### src/rtl/fml_half_splitter.sv
// Runs one 32-bit FML single-word transaction as two 16-bit memory accesses
// (upper half first), reassembling read data and bounding each access with a timeout.
`ifndef SDRAM_DEPTH
`define SDRAM_DEPTH 26
`endif

module fml_half_splitter #(
  parameter int adr_width = `SDRAM_DEPTH,
  parameter int TIMEOUT   = 255
) (
  input  logic                 sys_clk,
  input  logic                 sys_rst,
  input  logic [adr_width-1:0] fml_adr,
  input  logic                 fml_stb,
  input  logic                 fml_we,
  input  logic [3:0]           fml_sel,
  input  logic [31:0]          fml_di,
  output logic                 fml_ack,
  output logic [31:0]          fml_do,
  output logic                 fml_err,
  output logic                 busy,
  output logic [adr_width-1:0] mem_adr,
  output logic                 mem_stb,
  output logic                 mem_we,
  output logic [1:0]           mem_sel,
  output logic [15:0]          mem_dw,
  input  logic [15:0]          mem_dr,
  input  logic                 mem_ack
);
  typedef enum logic [2:0] {IDLE, HI, GAP, LO, DONE} state_t;

  state_t               state;
  logic [adr_width-1:2] adr;
  logic                 we;
  logic [3:0]           sel;
  logic [31:0]          di;
  logic [15:0]          rdata_hi;
  logic [15:0]          cnt;
  logic                 expire;
  logic                 adr_unused;

  // Byte-lane bits of the FML address never reach the memory side.
  assign adr_unused = ^fml_adr[1:0];

  // Only meaningful in HI/LO, where mem_stb is always high; an ack in the same cycle wins.
  assign expire = (TIMEOUT != 0) && (cnt == 16'(TIMEOUT - 1)) && !mem_ack;

  always_ff @(posedge sys_clk) begin
    if (sys_rst) begin
      state    <= IDLE;
      adr      <= '0;
      we       <= 1'b0;
      sel      <= '0;
      di       <= '0;
      rdata_hi <= '0;
      cnt      <= '0;
      fml_ack  <= 1'b0;
      fml_do   <= '0;
      fml_err  <= 1'b0;
      busy     <= 1'b0;
      mem_adr  <= '0;
      mem_stb  <= 1'b0;
      mem_we   <= 1'b0;
      mem_sel  <= '0;
      mem_dw   <= '0;
    end else begin
      fml_ack <= 1'b0;
      fml_err <= 1'b0;
      case (state)
        IDLE: if (fml_stb) begin
          adr  <= fml_adr[adr_width-1:2];
          we   <= fml_we;
          sel  <= fml_sel;
          di   <= fml_di;
          busy <= 1'b1;
          cnt  <= '0;
          if (!fml_we || fml_sel[3:2] != 2'b00) begin
            state   <= HI;
            mem_stb <= 1'b1;
            mem_we  <= fml_we;
            mem_adr <= {fml_adr[adr_width-1:2], 2'b00};
            mem_sel <= fml_we ? fml_sel[3:2] : 2'b11;
            mem_dw  <= fml_di[31:16];
          end else if (fml_sel[1:0] != 2'b00) begin
            state   <= LO;
            mem_stb <= 1'b1;
            mem_we  <= 1'b1;
            mem_adr <= {fml_adr[adr_width-1:2], 2'b10};
            mem_sel <= fml_sel[1:0];
            mem_dw  <= fml_di[15:0];
          end else begin
            // Empty write: nothing to do on the memory side.
            state   <= DONE;
            fml_ack <= 1'b1;
          end
        end
        HI, LO: begin
          if (mem_ack || expire) begin
            mem_stb <= 1'b0;
            mem_adr <= '0;
            mem_sel <= '0;
            mem_dw  <= '0;
          end
          if (mem_ack) begin
            if (state == HI && !we) rdata_hi <= mem_dr;
            if (state == LO && !we) fml_do <= {rdata_hi, mem_dr};
            if (state == HI && !(we && sel[1:0] == 2'b00)) begin
              state <= GAP;
            end else begin
              state   <= DONE;
              fml_ack <= 1'b1;
              mem_we  <= 1'b0;
            end
          end else if (expire) begin
            state    <= DONE;
            fml_ack  <= 1'b1;
            fml_err  <= 1'b1;
            fml_do   <= '0;
            rdata_hi <= '0;
            mem_we   <= 1'b0;
          end else begin
            cnt <= cnt + 16'd1;
          end
        end
        GAP: begin
          state   <= LO;
          cnt     <= '0;
          mem_stb <= 1'b1;
          mem_adr <= {adr, 2'b10};
          mem_sel <= we ? sel[1:0] : 2'b11;
          mem_dw  <= di[15:0];
        end
        DONE: begin
          state <= IDLE;
          busy  <= 1'b0;
        end
        default: state <= IDLE;
      endcase
    end
  end
endmodule

### config.mk
export PLATFORM = sky130hd
export DESIGN_NAME = fml_half_splitter
export DESIGN_NICKNAME = d
export VERILOG_FILES = /design/src/rtl/fml_half_splitter.sv
export SDC_FILE = /design/constraint.sdc
export NUM_CORES = 1
export LEC_CHECK = 0
export ABC_AREA = 1
export CELL_PAD_IN_SITES_DETAIL_PLACEMENT = 1
export CELL_PAD_IN_SITES_GLOBAL_PLACEMENT = 2
export CORE_UTILIZATION = 23
export CTS_CLUSTER_DIAMETER = 100
export CTS_CLUSTER_SIZE = 14
export DETAILED_ROUTE_END_ITERATION = 16
export PLACE_DENSITY = 0.81
export SKIP_CTS_REPAIR_TIMING = 1
export SLEW_MARGIN = 20
export SYNTH_ARGS = -nofsm -noshare
export SYNTH_HDL_FRONTEND = slang
export SYNTH_SLANG_ARGS = --single-unit
### constraint.sdc
create_clock -name sys_clk -period 1.4 [get_ports sys_clk]
set_input_delay 0.21 -clock sys_clk [delete_from_list [all_inputs] [get_ports sys_clk]]
set_output_delay 0.21 -clock sys_clk [all_outputs]
set_load 0.005 [all_outputs]
==> flow_summary.yaml <==
power:
  clkPwrFrac_pct: 30.8
  peakVddDrop_mv: 0.6988
  switching_power_mw: 5.465
  switching_share_pct: 34.32
  power.internal_mw: 10.46
  total_power_mw: 15.93
  powerDensity_nw_per_um2: 1262
  seqPwrFrac_pct: 33.7
  comb_power_share_pct: 35.5
  p_leak_nw: 5.821
place:
  placed_cell_area_um2: 10100
  place_congestion: 0.7887
  dp.cells: 1676
  numPortBuffers: 160
  hpwl_mm: 18.07
grt:
  grt_pass1_wl_mm: 41.55
  grt_use_total_pct: 15.80
  overflow: 0
  grt_max_degree: 63
  grt_pass1_vias: 7784
  antenna_found_initial: 1
clock_network:
  cts_sinks: 158
  htreeDepth: 4
  cts_buffers: 17
  clk_latency_ns: 0.43
  tritoncts: "done"
  clockRootBuffer: "clkbuf_16"
  cts.clk_slew.worst_paths_ns: 0.07
  clock_path_buffers: 2
setup_path:
  crit_top_cell: "nor2_4"
  arrival_ns: 1.94
  slowest_stage: "dfxtp_4"
  critical_path.endpoint_type: "flop"
  cp_max_fo: 7
  max_stage_delay_ns: 0.38
  crit_required_ns: 1.75
  cp_num_buf_inv: 2
  critPathLaunchType: "flop"
  path_class: "flop to flop"
  crit_chain: "nor2_4 -> nand2_4 -> nor2_4 -> nor2_4 -> buf_12 -> nand3_4 -> buf_8 -> nand2_4 -> a21oi_2"
  crit_family: "simple AND/OR/NAND/NOR gates"
logic_synthesis:
  avgSynthCellArea_um2: 6.790
  synthMuxAreaShare_pct: 0
  synth_xor_area_share_pct: 0.3537
  synth_compound_area_share_pct: 17.96
  yosysUniqueCellTypes: 30
  postSynthCellCount: 1094
  syn-num-nets: 1179
  synth_seq_cells: 158
  netlist_area_um2: 7428
  yosysSeqAreaShare_pct: 42.58
  synth_fa_ha_area_share_pct: 0.3369
  synth_top_family_by_area: "simple AND/OR/NAND/NOR gates"
  synth-simple-area-share_pct: 27.10
  yosysWarnings: 0
final_layout:
  antennaDiodeCount: 0
  instances_no_fill: 1746
  final_nets: 1416
  syn2layout_area_growth_pct: 69.83
  final_area_um2: 12620
  nFillCells: 3687
  drive_gt1_share_pct: 34.23
sta:
  hold_violations: 0
  whs_ns: 0.2851
  skew_ns: 0.01563
  drv_slew: 0
  setup_viol: 157
  clock.fmax_mhz: 632.0
  fin_ws_ns: -0.1822
  min_period_ns: 1.582
  rsz0062_at_grt: "yes"
  period_share_pct: 113.0
drt:
  wl_per_cell_um: 17.64
  drt-total-wl_mm: 30.79
  vias: 8178
  final_antenna_net_count: 0
  drt-pass1-iter-count: 4
  drt_iter0_drc: 339
  drc: 0
  viasPerCell: 4.684
floorplanning:
  coreArea_um2: 31640
  num_rows: 65
  die_area_um2: 33020
  io_pins: 164
  start_util_pct: 23.48
  die_w_um: 181.7
  dieHeight_um: 181.7
min_path:
  hold_class: "input pin to flop"
status:
  status: "finished, violations left"
  failed_checks: "setup timing"
run:
  max_cap_violations: 0
==> Yosys cell counts <==
library cell	number	share of area, %
a21oi_1	138	9.3
buf_1	4	0.20
buf_2	18	1.2
buf_4	6	0.61
buf_6	4	0.61
clkbuf_1	43	2.2
conb_1	1	0.050
dfxtp_1	158	43
ha_1	2	0.34
inv_1	131	6.6
inv_2	4	0.20
nand2_1	262	13
nand2_2	2	0.17
nand3_1	20	1.3
nand3_2	3	0.40
nand4_1	54	4.5
nand4_4	1	0.29
nor2_1	101	5.1
nor2_4	1	0.15
nor3_1	3	0.20
nor3_4	1	0.22
nor4_1	1	0.084
o211ai_1	17	1.7
o21ai_0	92	6.2
o21ai_1	2	0.13
o21bai_1	5	0.51
o31ai_1	1	0.10
or2_2	16	1.3
xnor2_1	1	0.12
xor2_1	2	0.24
==> final timing paths <==
check,to,slack (ns),start,cells past startpoint
setup / recovery,mem_adr[23],-0.18,state[0],9
hold / removal,fml_do[30],0.29,sys_rst,3
setup reg to reg,mem_adr[23],-0.18,state[0],9
hold reg to reg,di[14],0.45,di[14],2
==> worst register-to-register path: cells and delay by family (launching register included) <==
family	cells	cell delay, ns
compound gates	1	0.14
buf+inv	2	0.32
simple gates	6	0.67
flops	1	0.38
==> through the flow <==
stage	setup slack (ns)	setup TNS [ns]	utilization, %
after global placement	-0.4372	-36.07	31.92
after global routing	-0.2877	-32.09	39.88
after floorplan	-0.03511	-0.8014	-
final	-0.1822	-17.46	39.88
after detailed placement	-0.4749	-39.27	31.92
after CTS	-0.3307	-44.76	33.81
==> power by group through the flow <==
| stage | Combinational, mW | Sequential [mW] | Clock, mW |
|---|---|---|---|
| floorplan | 2.03 | 5.35 | 0 |
| global placement | 3.84 | 5.38 | 0 |
| detailed placement | 3.92 | 5.39 | 0 |
| CTS | 3.94 | 5.30 | 4.99 |
| global route | 6.09 | 5.43 | 5.16 |
| finish | 5.66 | 5.37 | 4.90 |
==> flip-flops by register name, summed over array words and instances (netlist names), 3 cells and up <==
| signal | count |
|---|---|
| adr | 24 |
| fml_do | 32 |
| rdata_hi | 16 |
| mem_dw | 16 |
| state | 3 |
| mem_adr | 25 |
| cnt | 16 |
| di | 16 |
==> layout by cell type, fill, tap and decap left out, types with 8 or more instances in the layout <==
cell type        instances
a21oi_2                 71
nand3_1                 14
nor2_1                  72
clkdlybuf4s50_1        110
nor2_2                  19
o21ai_0                 46
inv_2                    9
o21ai_2                 29
buf_6                   16
nand2_4                 34
dlymetal6s2s_1          48
inv_1                  122
dfxtp_1                118
or2_2                   16
buf_4                   74
nand2_1                190
dfxtp_2                 35
nor2_4                  11
nand4_1                 54
a21oi_1                 64
nand2_2                 38
buf_12                  18
clkbuf_16               31
o21ai_1                 16
o211ai_1                17
buf_8                    8
==> layout make-up <==
class                   count  area (um2)  area share, %
well taps                 402       503.0          3.987
clock buffers              19       442.9          3.511
flip-flops and latches    158        3226          25.57
repair buffers            291        3306          26.20
inverters                 135       516.7          4.096
multi-input cells         728        4467          35.41
clock inverters            13       155.1          1.230
==> logic make-up after synthesis <==
group	count (synthesis)
other cells	1
fa+ha+maj	2
buf+inv	210
flops	158
compound gates	255
xor+xnor	3
simple gates	465
==> routing by layer <==
layer | share of wire [%] | global-route usage [%] | up-vias
met4 | 1.7 | 4.814 | 2
li1 | - | - | 4014
met1 | 45 | 19.89 | 3980
met2 | 50 | 26.95 | 146
met5 | 0.042 | 0 | -
met3 | 3.9 | 3.289 | 36
Note: power is estimated with default switching activity, not from simulation.
